$ cat src/rtl/mips_muldiv.sv
// mips_muldiv: multi-cycle multiply/divide unit that owns the MIPS HI/LO pair.
// MULT/MULTU use 32 shift-add steps, DIV/DIVU use 32 restoring shift-subtract
// steps on unsigned magnitudes. A final FIX cycle applies the sign correction
// and writes hi/lo. MTHI/MTLO write hi/lo directly in one edge.
//
// Handshake: an instruction is taken on a rising edge where start=1, busy=0
// and fncode is a recognised code. start while busy=1 is dropped, including
// MTHI/MTLO. busy rises on the accept edge of a mul/div and falls on the edge
// that writes hi/lo, so the first cycle with busy=0 already shows the result.
module mips_muldiv #(
    parameter int WIDTH = 32
) (
    input  logic             clk,
    input  logic             rst_n,
    input  logic             start,
    input  logic [5:0]       fncode,
    input  logic [WIDTH-1:0] op_a,
    input  logic [WIDTH-1:0] op_b,
    output logic             busy,
    output logic [WIDTH-1:0] hi,
    output logic [WIDTH-1:0] lo,
    output logic [1:0]       dbg_state
);

    localparam logic [5:0] FN_MULT  = 6'b011000;
    localparam logic [5:0] FN_MULTU = 6'b011001;
    localparam logic [5:0] FN_DIV   = 6'b011010;
    localparam logic [5:0] FN_DIVU  = 6'b011011;
    localparam logic [5:0] FN_MTHI  = 6'b010001;
    localparam logic [5:0] FN_MTLO  = 6'b010011;
    localparam logic [5:0] LAST     = 6'(WIDTH - 1);

    typedef enum logic [1:0] {
        S_IDLE = 2'd0,
        S_RUN  = 2'd1,
        S_FIX  = 2'd2
    } state_t;

    state_t state, state_next;
    logic   busy_next;

    // Latched operation context
    logic               op_div;
    logic               neg_q;
    logic               neg_r;
    logic [5:0]         cnt;
    logic [2*WIDTH-1:0] acc;
    logic [WIDTH-1:0]   opnd;

    // Issue decode
    logic             is_mul_op, is_div_op, is_signed;
    logic             accept, mt_ok;
    logic             a_neg, b_neg, div_zero;
    logic [WIDTH-1:0] mag_a, mag_b;

    // Iteration datapath
    logic [WIDTH:0]     mul_sum;
    logic [2*WIDTH-1:0] mul_next;
    logic [WIDTH:0]     div_shift;
    logic               div_ge;
    logic [WIDTH-1:0]   div_rem;
    logic [2*WIDTH-1:0] div_next;
    logic [WIDTH-1:0]   fix_hi, fix_lo;
    logic [2*WIDTH-1:0] prod_fixed;

    assign dbg_state = state;

    // Decode the issuing instruction and form operand magnitudes.
    // A zero divisor keeps the raw dividend so the remainder comes out as op_a.
    always_comb begin
        is_mul_op = (fncode == FN_MULT) || (fncode == FN_MULTU);
        is_div_op = (fncode == FN_DIV)  || (fncode == FN_DIVU);
        is_signed = (fncode == FN_MULT) || (fncode == FN_DIV);
        accept    = start && (state == S_IDLE) && (is_mul_op || is_div_op);
        mt_ok     = start && (state == S_IDLE);
        a_neg     = is_signed && op_a[WIDTH-1];
        b_neg     = is_signed && op_b[WIDTH-1];
        div_zero  = is_div_op && (op_b == '0);
        mag_a     = (a_neg && !div_zero) ? (-op_a) : op_a;
        mag_b     = b_neg ? (-op_b) : op_b;
    end

    // One multiply step (add then shift right) and one restoring divide step.
    // In divide mode acc holds {remainder, dividend/quotient bits}.
    always_comb begin
        mul_sum   = {1'b0, acc[2*WIDTH-1:WIDTH]} + (acc[0] ? {1'b0, opnd} : '0);
        mul_next  = {mul_sum, acc[WIDTH-1:1]};
        div_shift = acc[2*WIDTH-1:WIDTH-1];
        div_ge    = (div_shift >= {1'b0, opnd});
        div_rem   = div_ge ? (div_shift[WIDTH-1:0] - opnd) : div_shift[WIDTH-1:0];
        div_next  = {div_rem, acc[WIDTH-2:0], div_ge};
    end

    // Sign correction applied on the FIX edge.
    always_comb begin
        prod_fixed = neg_q ? (-acc) : acc;
        fix_lo     = op_div ? (neg_q ? (-acc[WIDTH-1:0]) : acc[WIDTH-1:0])
                            : prod_fixed[WIDTH-1:0];
        fix_hi     = op_div ? (neg_r ? (-acc[2*WIDTH-1:WIDTH]) : acc[2*WIDTH-1:WIDTH])
                            : prod_fixed[2*WIDTH-1:WIDTH];
    end

    // Next-state logic; busy is the registered image of "next state not idle".
    always_comb begin
        state_next = state;
        case (state)
            S_IDLE:  if (accept) state_next = S_RUN;
            S_RUN:   if (cnt == LAST) state_next = S_FIX;
            S_FIX:   state_next = S_IDLE;
            default: state_next = S_IDLE;
        endcase
        busy_next = (state_next != S_IDLE);
    end

    // State and busy registers.
    always_ff @(posedge clk) begin
        if (!rst_n) begin
            state <= S_IDLE;
            busy  <= 1'b0;
        end else begin
            state <= state_next;
            busy  <= busy_next;
        end
    end

    // Datapath: latch on accept, iterate in RUN, commit hi/lo on FIX or MTHI/MTLO.
    always_ff @(posedge clk) begin
        if (!rst_n) begin
            op_div <= 1'b0;
            neg_q  <= 1'b0;
            neg_r  <= 1'b0;
            cnt    <= '0;
            acc    <= '0;
            opnd   <= '0;
            hi     <= '0;
            lo     <= '0;
        end else begin
            case (state)
                S_IDLE: begin
                    if (accept) begin
                        op_div <= is_div_op;
                        neg_q  <= (a_neg ^ b_neg) && !div_zero;
                        neg_r  <= a_neg && !div_zero;
                        cnt    <= '0;
                        if (is_div_op) begin
                            acc  <= {{WIDTH{1'b0}}, mag_a};
                            opnd <= mag_b;
                        end else begin
                            acc  <= {{WIDTH{1'b0}}, mag_b};
                            opnd <= mag_a;
                        end
                    end else if (mt_ok && fncode == FN_MTHI) begin
                        hi <= op_a;
                    end else if (mt_ok && fncode == FN_MTLO) begin
                        lo <= op_a;
                    end
                end
                S_RUN: begin
                    cnt <= cnt + 6'd1;
                    acc <= op_div ? div_next : mul_next;
                end
                S_FIX: begin
                    hi <= fix_hi;
                    lo <= fix_lo;
                end
                default: ;
            endcase
        end
    end

endmodule

$ cat config.mk
export PLATFORM = sky130hd
export DESIGN_NAME = mips_muldiv
export DESIGN_NICKNAME = d
export VERILOG_FILES = /design/src/rtl/mips_muldiv.sv
export SDC_FILE = /design/constraint.sdc
export NUM_CORES = 1
export LEC_CHECK = 0
export BUFFER_PORTS_ARGS = -buffer_cell sky130_fd_sc_hd__buf_2
export CORE_MARGIN = 4
export CORE_UTILIZATION = 58
export CTS_CLUSTER_DIAMETER = 40
export CTS_CLUSTER_SIZE = 8
export DETAILED_ROUTE_END_ITERATION = 16
export PLACE_DENSITY = 0.85
export SYNTH_ARGS = -nofsm -noshare
export SYNTH_HDL_FRONTEND = slang
export SYNTH_SLANG_ARGS = --single-unit
$ cat constraint.sdc
create_clock -name clk -period 7.6 [get_ports clk]
set_clock_uncertainty 0.1 [all_clocks]
set_input_delay 0.38 -clock clk [delete_from_list [all_inputs] [get_ports clk]]
set_output_delay 0.38 -clock clk [all_outputs]
set_load 0.01 [all_outputs]
Word-level counts from Yosys, hierarchy flattened
Index checks and enable logic that the tools add are counted.
Widths: inputs -> output; s select.
{"block": "op_classes", "muxes": 26, "bitwise": 1, "n_addsub": 8, "n_lt_le_gt_ge": 1, "n_reduce_logical": 23, "n_eq_ne": 14}
{"op": "$mux 32", "n": 15}
{"op": "$mux 64", "n": 3}
{"op": "$neg 32->32", "n": 4}
{"op": "$pmux 32 s2", "n": 2}
{"op": "$pmux 64 s2", "n": 1}
{"op": "$neg 64->64", "n": 1}
{"op": "$eq 6x5->1 const B", "n": 7}
{"op": "$add 32x32->33", "n": 1}
{"op": "$ge 33x32->1", "n": 1}
{"op": "$logic_not 32->1", "n": 1}
{"op": "$sub 32x32->32", "n": 1}
{"op": "$pmux 6 s2", "n": 1}
{"op": "$logic_and 1x1->1", "n": 9}
{"op": "$add 6x1->6 const B", "n": 1}
{"op": "$mux 6", "n": 1}
{"op": "$ne 2x2->1 const B", "n": 3}
{"op": "$reduce_bool 2->1", "n": 3}
{"op": "$logic_or 1x1->1", "n": 4}
{"op": "$mux 2", "n": 2}
{"op": "$ne 2x1->1 const B", "n": 2}
{"op": "$pmux 2 s2", "n": 1}
{"op": "$reduce_and 2->1", "n": 2}
{"op": "$reduce_and 4->1", "n": 1}
{"op": "$reduce_and 3->1", "n": 1}
{"op": "other kinds (5)", "n": 5}
{"block": "word_totals", "regBits": 172, "wordCells": 83, "inputBits": 73, "output_inout_bits": 67}

Longest topological paths before layout
Gate-level depths: netlist of the first run.
{"block": "logic_depth", "ltp_word": 9, "mapped_depth": 14, "mapped_depth_nobuf": 13}

Worst setup path after synthesis of the first run
OpenSTA, ideal clock, no wires.
{"block": "synth_timing", "path_kind": "flip-flop to flip-flop", "start": "register acc[0]", "end": "register acc[57]", "setup_time_ns": 0.129, "path_slack_ns": 4.407, "period_less_slack_ns": 3.193, "t_arrival_ns": 2.964, "n_path_buf": 1, "required_time_ns": 7.371, "path_stages_with_launch": 14, "path_cell_list": "dfxtp_1 -> inv_1 -> buf_1 -> nor2_1 -> ha_1 -> a21o_1 -> a211oi_1 -> a21oi_1 -> a31o_2 -> a2111oi_0 -> o21bai_1 -> xor2_1 -> a22oi_1 -> o21ai_0"}
{"block": "synth_via", "elab_chain_len": 4}
{"item": "start, declared", "line_no": "47", "rtl": "logic [2*WIDTH-1:0] acc;"}
{"item": "start signal, assigned", "line_no": "146", "rtl": "acc <= {{WIDTH{1'b0}}, mag_a};"}
{"item": "start signal, assigned", "line_no": "149", "rtl": "acc <= {{WIDTH{1'b0}}, mag_b};"}
{"item": "start signal, assigned", "line_no": "160", "rtl": "acc <= op_div ? div_next : mul_next;"}
{"item": "$mux 32", "line_no": "86", "rtl": "mul_sum = {1'b0, acc[2*WIDTH-1:WIDTH]} + (acc[0] ? {1'b0, opnd} : '0);"}
{"item": "$add 32x32->33", "line_no": "86"}
{"item": "$mux 64", "line_no": "160"}
{"item": "$pmux 64 s2", "line_no": "138", "rtl": "case (state)"}
No other way between the ends.
A chain may end at the register's enable or synchronous reset.

Worst setup path after layout of the first run
{"block": "layout_timing", "start": "register acc[0]", "end": "register hi[26]"}
{"block": "layout_via", "elab_chain_len": 4}
{"item": "$neg 64->64", "line_no": "96", "rtl": "prod_fixed = neg_q ? (-acc) : acc;"}
{"item": "$mux 64", "line_no": "96"}
{"item": "$mux 32", "line_no": "99", "rtl": "fix_hi = op_div ? (neg_r ? (-acc[2*WIDTH-1:WIDTH]) : acc[2*WIDTH-1:WIDTH])"}
{"item": "$pmux 32 s2", "line_no": "138"}
{"item": "end signal, assigned", "line_no": "153", "rtl": "hi <= op_a;"}
{"item": "end signal, assigned", "line_no": "163", "rtl": "hi <= fix_hi;"}
{"item": "end, declared", "line_no": "20", "rtl": "output logic [WIDTH-1:0] hi,"}
No other way between the ends.

==> results of run 1 <==
==> kinds of logic after synthesis <==
kind of cell    share of synthesized area
compound gates                      0.285
fa+ha+maj                          0.0626
flops                               0.239
xor+xnor                            0.100
mux                                0.0651
buf+inv                            0.0540
simple gates                        0.195
==> layout make-up <==
type                       count  area [sq um]
inverter                      73           274
timing repair buffer         156           823
clock buffer                  17           425
tap                          324           405
clock inverter                15           206
multi-input combinational   1535         10200
sequential                   172          3440
fill                        2163          8590
==> registers in the layout, summed over array words and instances (netlist names) <==
register	count
acc	64
busy	1
cnt	6
dbg_state	2
hi	32
lo	32
neg_q	1
neg_r	1
op_div	1
opnd	32
==> critical path, stage by stage, from the launching register on <==
cell      delay [ns]
dfxtp_1         0.38
inv_1           0.83
ha_1            0.36
nand3b_1        0.14
or3_1           0.52
o41ai_2         0.99
nand2_1         0.25
a21oi_1         0.25
xnor2_1         0.14
a21oi_1         0.08
nor2b_1         0.13
==> worst paths after layout <==
kind,from,endpoint,depth (start not counted)
worst max-delay path,acc[0]$_SDFFE_PN0P_,hi[26]$_SDFFE_PN0P_,10
worst min-delay path,op_a[26],lo[26]$_SDFFE_PN0P_,3
worst max register to register,acc[0]$_SDFFE_PN0P_,hi[26]$_SDFFE_PN0P_,10
worst min register to register,opnd[27]$_SDFFE_PN0P_,opnd[27]$_SDFFE_PN0P_,2
==> through the flow <==
step / cells / hold WS [ns] / util / power, mW / setup slack, ns
2_1_floorplan: 1909 / 0.316 / - / 1.18 / 4.41
3_3_place_gp: 2260 / 0.329 / 0.622 / 1.29 / 3.53
3_5_place_dp: 2260 / 0.338 / 0.622 / 1.30 / 3.46
4_1_cts: 2292 / 0.200 / 0.648 / 2.22 / 3.43
5_1_grt: 2292 / 0.204 / 0.648 / 2.29 / 3.16
6_report: 2292 / 0.220 / 0.648 / 2.23 / 3.37
==> where the power goes <==
part,total (mW),internal (mW),switching (mW),leakage (nW)
logic,0.363,0.133,0.230,5.03
registers,0.933,0.912,0.0207,1.39
clock network,0.936,0.456,0.480,0.301
total,2.23,1.50,0.731,6.72
==> routing by layer <==
layer / part of all wire / global-route usage / vias up
met2: 0.42 / 0.543 / 1061
met4: 0.060 / 0.183 / 0
met3: 0.12 / 0.107 / 210
met1: 0.40 / 0.473 / 7353
met5: 0 / 0 / -
li1: - / - / 7111
==> Yosys cell counts (5+ instances only) <==
cell,instances
a211oi_1,35
or4_1,16
nand4_1,15
buf_2,5
or2_2,8
a31oi_1,25
nand2_1,154
xnor2_1,88
a21oi_1,175
o221ai_1,30
or3_1,16
and2_1,13
dfxtp_1,172
mux2i_1,68
a221oi_1,27
o22ai_1,12
nor2_1,161
o31ai_1,23
nand3b_1,5
o21ai_1,6
nor3b_1,5
a22oi_1,17
ha_1,69
o41ai_1,12
o21bai_1,14
o21a_1,11
and3_1,16
buf_1,14
a21o_1,25
o211ai_1,21
nor4_1,15
nand3_1,40
o21ai_0,131
nand2b_1,7
mux2_2,23
clkbuf_1,107
nor2b_1,40
inv_1,72
a22o_1,18
nor3_1,48
xor2_1,77
==> metrics, run 1 <==
design area about 16000 sq um; I/O pin count 140; top cell type's share of synthesized area 0.239; clk_lat worst skew approximately 0.45 ns; Mapped Nets 2053; grt total ovfl 0; final hold vios 0; master cell of the clock root buffer clkbuf_16; minimum clock period 4.23 ns; highest-count cells in the layout ignoring fill and taps a21oi_1 (175), dfxtp_1 (171), nor2_1 (159); Crit path arrival time 4.51 ns; Cell Area, Synth 14400 sq um; worst-margin pin slew 1.16 ns; Setup violations, final 0; CTS Sinks 172; Die H 166 um; drt first pass iters 8; crit path max fanout 33; DRC 0; hold crit path type in -> reg; fin nets ~2100; Area Overhead vs Synth 9.51%; Core Rows 57; GRT Total Usage 0.362; Synth Warn # 0; postcts setup bufs 0; #FFs+latches synth 172; Netlist cell types 79; DR WL/cell 23.1 um; total CTS buffers 17; r2r setup slk 3.37 ns; DR iter-0 viols approximately 2300; # Max-Cap Violations 0; period utilization 0.557; DPL Wire Length approximately 39000 um; outcome finished, final reports clean; DIE WIDTH 166 um; Setup crit end kind flop; commonest non-fill, non-tap cell in the layout a21oi_1; PortBufs 139; Leak between 6 and 7 nW; vias in the first global route about 15000; H-tree levels 4; Placement Cell Area 15200 sq um; gpl congestion 1.05; cell taking the most area after synthesis dfxtp_1; pins over their slew limit 0; Mapped Cells 1909; die footprint between 20000 and 30000 sq um; first-pass GRT wire length 80600 um; CTS max path bufs 2; Top FF cell, synth dfxtp_1; Routed WL 52900 um; register area share after synthesis 0.239; Post-CTS Resized 0; Setup CP Type reg -> reg; total negative slack 0 ns; TritonCTS clock tree built; vias post-DR between 15000 and 20000; Vias per Instance a little under 7; CP startpoint kind flop; Peak VDD IR 114 uV; Power Dens Cells 141 nW/um^2; largest net degree at the start of global routing between 80 and 90; initial core utilization 0.591; synth top area cells dfxtp_1 (24%), a21oi_1 (6.1%), ha_1 (6.0%); CP required ~7.9 ns; RSZ-0062 raised after global routing no; Post-DRT Antenna Nets 0; antenna diode count 0; Post-synth EDFFs 0; max_slew headroom 0.224; Hold Buf Count CTS 0; syn avg cell area about 7.6 sq um; Max Clk Rate between 200 and 250 MHz; initial antenna violation count 0; layout cells sized above 1 0.122; core area 24400 sq um; Clk pin slew, worst setup/hold paths 0.08 ns; fraction of registers with async set/reset 0
No activity file was read; power rests on OpenSTA's default activity.
==> run 2: changes to the inputs <==
Clock period 7.6 ns to 4.4 ns, I/O delays scaled along.
==> run 2 against run 1 <==
Worst hold slack got worse by 0.16 ns. Highest routed layer is now met5. Via count is 0.63% lower. Core utilization up 0.82 points. Final area increased by 1.3%. Flip-flop and latch count unchanged. Die area unchanged. Global-route usage grew 2.5 points. Critical path depth rose by 4. Setup slack got worse by 2.7 ns. Routed wire length up 5.9%.
==> metrics, run 2 (synthesized netlist as in run 1, its figures left out) <==
crit path max fanout 29 (-12%); initial antenna violation count 2 (+2); fin util 0.656 (+0.00821); Routed WL 56000 um (+5.9%); worst-margin pin slew 1.09 ns (-0.0718 ns); grt total ovfl 0 (unchanged); Die H 166 um (unchanged); Clk pin slew, worst setup/hold paths 0.08 ns (about the same); postcts setup bufs 0 (unchanged); H-tree levels 4 (unchanged); hold path cells 3 (unchanged); Peak VDD IR 293 uV (+160%); # fillers 2197 (+1.6%); Vias per Instance 6.73 (-2.0%); master cell of the clock root buffer clkbuf_16; Clk pwr share 0.410 (-0.009); DIE WIDTH 166 um (unchanged); Psw 1.24 mW (+70%); GRT Total Usage 0.387 (+0.0246); antenna diode count 0 (unchanged); Setup violations, final 0 (unchanged); Post-CTS Resized 0 (unchanged); Setup crit end kind flop; GRT met2 Usage 0.579 (+0.0357); flip-flop count of the largest register after layout 64 (unchanged); final hold vios 0 (unchanged); Setup CP Type reg -> reg; Top reg by flops acc; core area 24400 sq um (unchanged); minimum clock period 3.69 ns (-0.536 ns); I/O pin count 140 (unchanged); gpl congestion 1.02 (-2.9%); vias post-DR 15600 (-0.63%); CTS max path bufs 2 (unchanged); WHS 0.0570 ns (-0.163 ns); Core Rows 57 (unchanged); Power Dens Cells 239 nW/um^2 (+69%); Cells after DPL 2292 (+1.4%); Reg-to-Reg Start acc[0]$_SDFFE_PN0P_; DRC 0 (unchanged); Seq pwr share 0.421 (+0.003); total CTS buffers 17 (unchanged); max_slew headroom 0.267 (+0.0431); total negative slack 0 ns (unchanged); met1 GRT Util 0.520 (+0.0464); Hold Buf Count CTS 0 (unchanged); Post-DRT Antenna Nets 0 (unchanged); TritonCTS clock tree built; hold crit path type in -> reg; GRT met3 Usage 0.102 (-0.00453); # Max-Cap Violations 0 (unchanged); vias in the first global route 14600 (+0.58%); initial core utilization 0.591 (unchanged); DPL Wire Length 42600 um (+7.9%); Crit path arrival time 3.91 ns (-0.60 ns); period utilization 0.840 (+0.283); clk_lat worst skew 0.44 ns (about the same); sw frac 0.325 (-0.00272); highest-count cells in the layout ignoring fill and taps a21oi_1 (175), dfxtp_1 (171), nor2_1 (161); Pint 2.58 mW (+72%); Area Overhead vs Synth 10.9%; Max Clk Rate 271 MHz (+14%); busiest layer in global routing met2; die footprint 27500 sq um (unchanged); CTS Sinks 172 (unchanged); CP required 4.62 ns (-3.26 ns); Cell Count, Final, Fillers Out 2324 (+1.4%); PortBufs 139 (unchanged); Leak 6.87 nW (+2.2%); DR iter-0 viols 2082 (-9.5%); layout cells sized above 1 0.135 (+0.0130); fin nets 2131 (+1.5%); Hold Path Origin op_b[24]; DR WL/cell 24.1 um (+4.5%); Reg2Reg Depth 14 (+4); largest net degree at the start of global routing 56 (-36%); drt first pass iters 6 (-2); crit path from acc[0]$_SDFFE_PN0P_; combinational group share of total power 0.169 (+0.006); commonest non-fill, non-tap cell in the layout a21oi_1; CP startpoint kind flop; pins over their slew limit 0 (unchanged); outcome finished, final reports clean; first-pass GRT wire length 84900 um (+5.4%); RSZ-0062 raised after global routing no
run 2: cell count changes in the layout (fill, tap and decap cells not counted):
cell        change
clkinv_2        +1
nor2_1          +2
inv_12          -3
inv_6           +1
clkinvlp_4      +1
buf_4          +32
inv_8           +3
clkinv_8        -2
clkinv_4        -1
nor2_2          -2
run 2: worst paths after layout:
check | to | slack, ns
worst max register to register | acc[59]$_SDFFE_PN0P_ | 0.71
worst max-delay path | acc[59]$_SDFFE_PN0P_ | 0.71
worst min-delay path | acc[24]$_SDFFE_PN0P_ | 0.06
worst min register to register | opnd[27]$_SDFFE_PN0P_ | 0.34
run 2: power by group through the flow:
stage | logic (mW) | registers (mW) | clock network (mW)
6_report | 0.646 | 1.61 | 1.56
5_1_grt | 0.682 | 1.61 | 1.62
4_1_cts | 0.624 | 1.60 | 1.56
3_5_place_dp | 0.618 | 1.64 | 0
3_3_place_gp | 0.615 | 1.64 | 0
2_1_floorplan | 0.407 | 1.63 | 0
run 2: layer usage:
| layer | wire length [um] | vias to the layer above |
|---|---|---|
| li1 | - | 7177 |
| met1 | 22200 | 7321 |
| met2 | 23900 | 984 |
| met3 | 7020 | 152 |
| met4 | 2860 | 2 |
| met5 | 19 | - |
run 2: cell type report:
class | count | area, sq um | share of cell area
sequential | 172 | 3440 | 0.215
clock inverter | 15 | 171 | 0.0107
multi-input combinational | 1535 | 10200 | 0.638
inverter | 73 | 274 | 0.0171
tap | 324 | 405 | 0.0253
timing repair buffer | 188 | 1060 | 0.0665
clock buffer | 17 | 425 | 0.0266
run 2: critical path: stages, from the launching register on:
cell and delay (ns):
dfxtp_1 0.39, inv_1 0.18, buf_4 0.36, nor2_1 0.11, ha_1 0.39, o211ai_1 0.12, a21o_1 0.20, a21oi_1 0.36
a31oi_1 0.14, buf_4 0.17, o211ai_1 0.25, nand2_1 0.10, a31oi_1 0.36, mux2i_1 0.25, a2bb2oi_1 0.09
run 2: stage by stage:
stage          power (mW)  worst slack [ns]  area (sq um)
3_5_place_dp         2.26             0.777         15400
5_1_grt              3.92             0.417         16000
2_1_floorplan        2.04              1.21         14400
6_report             3.82             0.706         16000
3_3_place_gp         2.26             0.798         15400
4_1_cts              3.79             0.792         16000
